File: src/rtl/reg_write_arbiter.sv
// Two-requester arbiter for the register-buffer write port, plus frame-boundary commit logic.
// Define REGARB_ROUND_ROBIN_EN for round-robin tie-breaking; otherwise A has fixed priority.
module reg_write_arbiter #(
    parameter int unsigned CMD_BITS  = 4,
    parameter int unsigned DATA_BITS = 24
) (
    input  logic                 clk,
    input  logic                 reset_n,
    input  logic                 a_req,
    input  logic [CMD_BITS-1:0]  a_cmd,
    input  logic [DATA_BITS-1:0] a_data,
    output logic                 a_ack,
    input  logic                 b_req,
    input  logic [CMD_BITS-1:0]  b_cmd,
    input  logic [DATA_BITS-1:0] b_data,
    output logic                 b_ack,
    input  logic                 vblank_start,
    input  logic                 commit_hold,
    output logic                 wr_en,
    output logic [CMD_BITS-1:0]  wr_cmd,
    output logic [DATA_BITS-1:0] wr_data,
    output logic                 load_new,
    output logic                 pending,
    output logic [7:0]           commit_count
);

    typedef enum logic {StIdle, StWrite} state_e;

    state_e               state_q;
    logic                 a_ack_q, b_ack_q, wr_en_q, load_new_q, pending_q;
    logic [CMD_BITS-1:0]  wr_cmd_q;
    logic [DATA_BITS-1:0] wr_data_q;
    logic [7:0]           commit_count_q;
`ifdef REGARB_ROUND_ROBIN_EN
    logic                 last_grant_b_q;
`endif

    logic a_elig, b_elig, grant_a, grant_b;
    logic load_new_d, pending_d;

    always_comb begin
        // A requester still holds req during its ack cycle; it must not win again then.
        a_elig = a_req & ~a_ack_q;
        b_elig = b_req & ~b_ack_q;
`ifdef REGARB_ROUND_ROBIN_EN
        grant_a = a_elig & (~b_elig | last_grant_b_q);
`else
        grant_a = a_elig;
`endif
        grant_b = b_elig & ~grant_a;

        load_new_d = vblank_start & ~commit_hold & (pending_q | wr_en_q);
        // A write landing on the commit edge belongs to the next frame.
        if (wr_en_q) begin
            pending_d = 1'b1;
        end else if (load_new_q) begin
            pending_d = 1'b0;
        end else begin
            pending_d = pending_q;
        end
    end

    always_ff @(posedge clk or negedge reset_n) begin
        if (!reset_n) begin
            state_q        <= StIdle;
            a_ack_q        <= 1'b0;
            b_ack_q        <= 1'b0;
            wr_en_q        <= 1'b0;
            wr_cmd_q       <= '0;
            wr_data_q      <= '0;
            load_new_q     <= 1'b0;
            pending_q      <= 1'b0;
            commit_count_q <= 8'd0;
`ifdef REGARB_ROUND_ROBIN_EN
            last_grant_b_q <= 1'b1;
`endif
        end else begin
            case (state_q)
                StIdle: begin
                    if (grant_a || grant_b) begin
                        state_q   <= StWrite;
                        wr_en_q   <= 1'b1;
                        a_ack_q   <= grant_a;
                        b_ack_q   <= grant_b;
                        wr_cmd_q  <= grant_a ? a_cmd : b_cmd;
                        wr_data_q <= grant_a ? a_data : b_data;
`ifdef REGARB_ROUND_ROBIN_EN
                        last_grant_b_q <= grant_b;
`endif
                    end
                end
                StWrite: begin
                    state_q <= StIdle;
                    wr_en_q <= 1'b0;
                    a_ack_q <= 1'b0;
                    b_ack_q <= 1'b0;
                end
                default: begin
                    state_q <= StIdle;
                    wr_en_q <= 1'b0;
                    a_ack_q <= 1'b0;
                    b_ack_q <= 1'b0;
                end
            endcase

            load_new_q <= load_new_d;
            pending_q  <= pending_d;
            if (load_new_d) begin
                commit_count_q <= commit_count_q + 8'd1;
            end
        end
    end

    assign a_ack        = a_ack_q;
    assign b_ack        = b_ack_q;
    assign wr_en        = wr_en_q;
    assign wr_cmd       = wr_cmd_q;
    assign wr_data      = wr_data_q;
    assign load_new     = load_new_q;
    assign pending      = pending_q;
    assign commit_count = commit_count_q;

endmodule

File: config.mk
export PLATFORM = sky130hd
export DESIGN_NAME = reg_write_arbiter
export DESIGN_NICKNAME = d
export VERILOG_FILES = /design/src/rtl/reg_write_arbiter.sv
export SDC_FILE = /design/constraint.sdc
export NUM_CORES = 1
export LEC_CHECK = 0
export CAP_MARGIN = 40
export CORE_MARGIN = 5
export CORE_UTILIZATION = 35
export CTS_CLUSTER_SIZE = 25
export DETAILED_ROUTE_END_ITERATION = 6
export PLACE_DENSITY = 0.73
export SYNTH_ARGS = -nofsm -noshare
export SYNTH_HDL_FRONTEND = slang
export SYNTH_SLANG_ARGS = --single-unit
File: constraint.sdc
create_clock -name clk -period 1.56 [get_ports clk]
set_clock_uncertainty 0.1 [all_clocks]
set_input_delay 0.39 -clock clk [delete_from_list [all_inputs] [get_ports clk]]
set_output_delay 0.39 -clock clk [all_outputs]
set_load 0.01 [all_outputs]
==> metrics.yaml <==
outcome: "finished with violations"
violations: "setup timing"
dr.pass1.iters: 4
yosysTopAreaCell: "dfrtp_1"
grt_pass1_vias: 1604
hold_class: "reg2reg"
async_flop_share_pct: 100
dr.first_iter.drc_count: 23
pwr_density_cell_nw_per_um2: 1750
layoutNonFillerInstCount: 342
cts_tree: "built"
vias: 1552
whs_path_depth: 1
clockBufferDepth: 2
numClockSinks: 42
htreeDepth: 2
ys_types: 22
synth_edf_count: 0
slew_violations: 0
clockPowerShare_pct: 16.3
grt_overflow: 0
numCtsBuffers: 5
final_util_pct: 58.5
swShare_pct: 29.9
drtAntennaViolNets: 0
ys_seq_area_share_pct: 47.7
grt_setup_unrepaired: "true"
worst_slew_pin_slew_ns: 0.416
min_to: "commit_count[7]"
r2r_start: "a_ack"
clkTransAtPathRegs_ns: 0.08
nFillCells: 521
synthCells: 140
root_buffer: "clkbuf_8"
synth_top_area_share_pct: 47.7
max-vdd-ir-drop_mv: 0.844
synth.most_common_cell: "mux2_4"
grt_use_total_pct: 12.5
critical_path_arrival_ns: 1.69
die_area_um2: 7990
setup_viol: 25
synthTopCellsByArea: "dfrtp_1, mux2_4, buf_6"
grt_max_degree: 43
maxCapViolCount: 0
cp.required_ns: 1.63
place_hpwl_um: 3710
drt-wirelength-per-cell_um: 15.0
ys.flop_type: "dfrtp_1"
crit_path_end_kind: "register"
start_util_pct: 35.3
synth-seq-cells: 42
r2r_cells: 5
start_kind: "register"
diodes: 0
grt_pass1_wl_um: 7660
area_growth_pct: 65.5
antenna_found_initial: 0
drc: 0
place_congestion: 0.709
final.min_clock_period_ns: 1.61
hp-start: "commit_count[7]"
ios: 103
seqCellArea_um2: 1050
portBuffers: 102
pwr-share-comb_pct: 53.5
yosysWarnings: 0
core_area_um2: 6240
synth_area_um2: 2200
r2r-end: "wr_data[8]"
nNetsFinal: 327
syn_area_per_cell_um2: 15.7
chipHeight_um: 89.4
clk-insertion-delay-late_ns: 0.29
fmax_mhz: 620
dp.cells: 325
multi_input_area_um2: 1070
finalHoldViolCount: 0
critical_path_class: "reg2reg"
crit_fanout: 6
viasPerCell: 4.54
r2r_slack_ns: -0.05
die_w_um: 89.4
switchingPower_uw: 1910
p_seq_share_pct: 30.2
timing.final.ws_setup_ns: -0.0521
netlist_top_cells_count: "mux2_4, dfrtp_1, xor2_1"
p_leak_uw: 0.00177
slew-limit-headroom_pct: 72.1
synth.net_count: 203
p_int_uw: 4490
finalCritPeriodShare_pct: 103
row_count: 29
routed_wl_um: 5120
drive_gt1_share_pct: 34.7
## state kept, by name (all words and copies together), names as in the netlist
| signal | count |
|---|---|
| wr_data | 24 |
| commit_count | 8 |
| wr_en | 1 |
| state_q | 1 |
| load_new | 1 |
| pending | 1 |
| a_ack | 1 |
| b_ack | 1 |
| wr_cmd | 4 |
## how the worst max path moves through the flow
stage                      from          to
after floorplan           a_ack   wr_cmd[0]
after global placement    a_req  wr_data[0]
after detailed placement  a_req  wr_data[0]
after CTS                 a_ack   wr_cmd[0]
after global routing      a_ack  wr_data[8]
final                     a_ack  wr_data[8]
## layout make-up
type | count | area share, %
inverters | 3 | 0.309
flip-flops and latches | 42 | 28.8
multi-input cells | 88 | 29.2
well taps | 77 | 2.64
repair buffers | 124 | 35.1
clock buffers | 6 | 2.26
clock inverters | 2 | 1.65
## per-layer routing
metal	track usage [%]	routed length, um	up-vias
li1	-	-	744
met1	16.1	2260	741
met2	20.4	2360	62
met3	4.15	472	5
met4	2.84	32	0
met5	0	0	-
## metrics by stage
step | TNS, ns | worst slack, ns | power, uW | cell area [um^2] | hold WS, ns
after floorplan | -0.929 | -0.0649 | 3870 | 2210 | -0.00559
after CTS | -1.38 | -0.0612 | 6550 | 3670 | 0.369
after global routing | -2.14 | -0.0974 | 6820 | 3650 | 0.374
after global placement | -12.62 | -0.409 | 5380 | 3380 | 0.282
after detailed placement | -13.51 | -0.449 | 5410 | 3380 | 0.288
final | -0.922 | -0.0521 | 6400 | 3650 | 0.364
## layout by cell type (no fill, tap or decap)
| cell | count |
|---|---|
| a31oi_1 | 1 |
| nand4_1 | 1 |
| a21oi_4 | 1 |
| mux2_4 | 54 |
| inv_1 | 3 |
| clkbuf_8 | 6 |
| dlygate4sd2_1 | 41 |
| buf_4 | 9 |
| clkdlybuf4s50_1 | 58 |
| nor4_1 | 5 |
| ha_1 | 1 |
| a21oi_1 | 1 |
| buf_12 | 4 |
| clkbuf_2 | 2 |
| bufinv_16 | 2 |
| buf_16 | 2 |
| dfrtp_1 | 42 |
| dlygate4sd3_1 | 1 |
| buf_6 | 3 |
| nand2b_4 | 2 |
| nor3b_1 | 1 |
| nand3_1 | 1 |
| mux2_2 | 3 |
| nor2_1 | 3 |
| buf_8 | 1 |
| nand2_1 | 4 |
| xor2_1 | 6 |
| bufbuf_16 | 2 |
| xnor2_1 | 1 |
| buf_2 | 1 |
| nand2b_1 | 1 |
| o21ai_0 | 2 |
## critical path, cell delays in order, from the launching register on
cell and delay [ns]:
dfrtp_1 0.38, nand2b_4 0.19, buf_12 0.15, buf_12 0.13
mux2_4 0.29, mux2_4 0.26
## timing repair
item	4_1_cts	5_1_grt
gates resized for setup	51	5
hold buffers	1	0
pin swaps	1	1
buffers inserted	6	1
endpoints found under the setup margin	69	30
hold endpoints to repair	42	0
cloned	4	0
## logic make-up after synthesis
family	share of synthesized area, %
muxes	38.3
DFF	47.7
and+or+nand+nor	4.65
buffers and inverters	4.31
xor gates and xnor gates	2.78
AOI/OAI and AO/OA	1.70
adders and majority gates	0.567
## power groups by stage
stage	combinational [uW]	sequential [uW]	clock [uW]
2_1_floorplan	1660	2210	0
3_3_place_gp	3400	1970	0
4_1_cts	3530	1940	1080
3_5_place_dp	3430	1980	0
6_report	3420	1930	1050
5_1_grt	3670	2010	1130
Note: power is estimated with default switching activity, not from simulation.
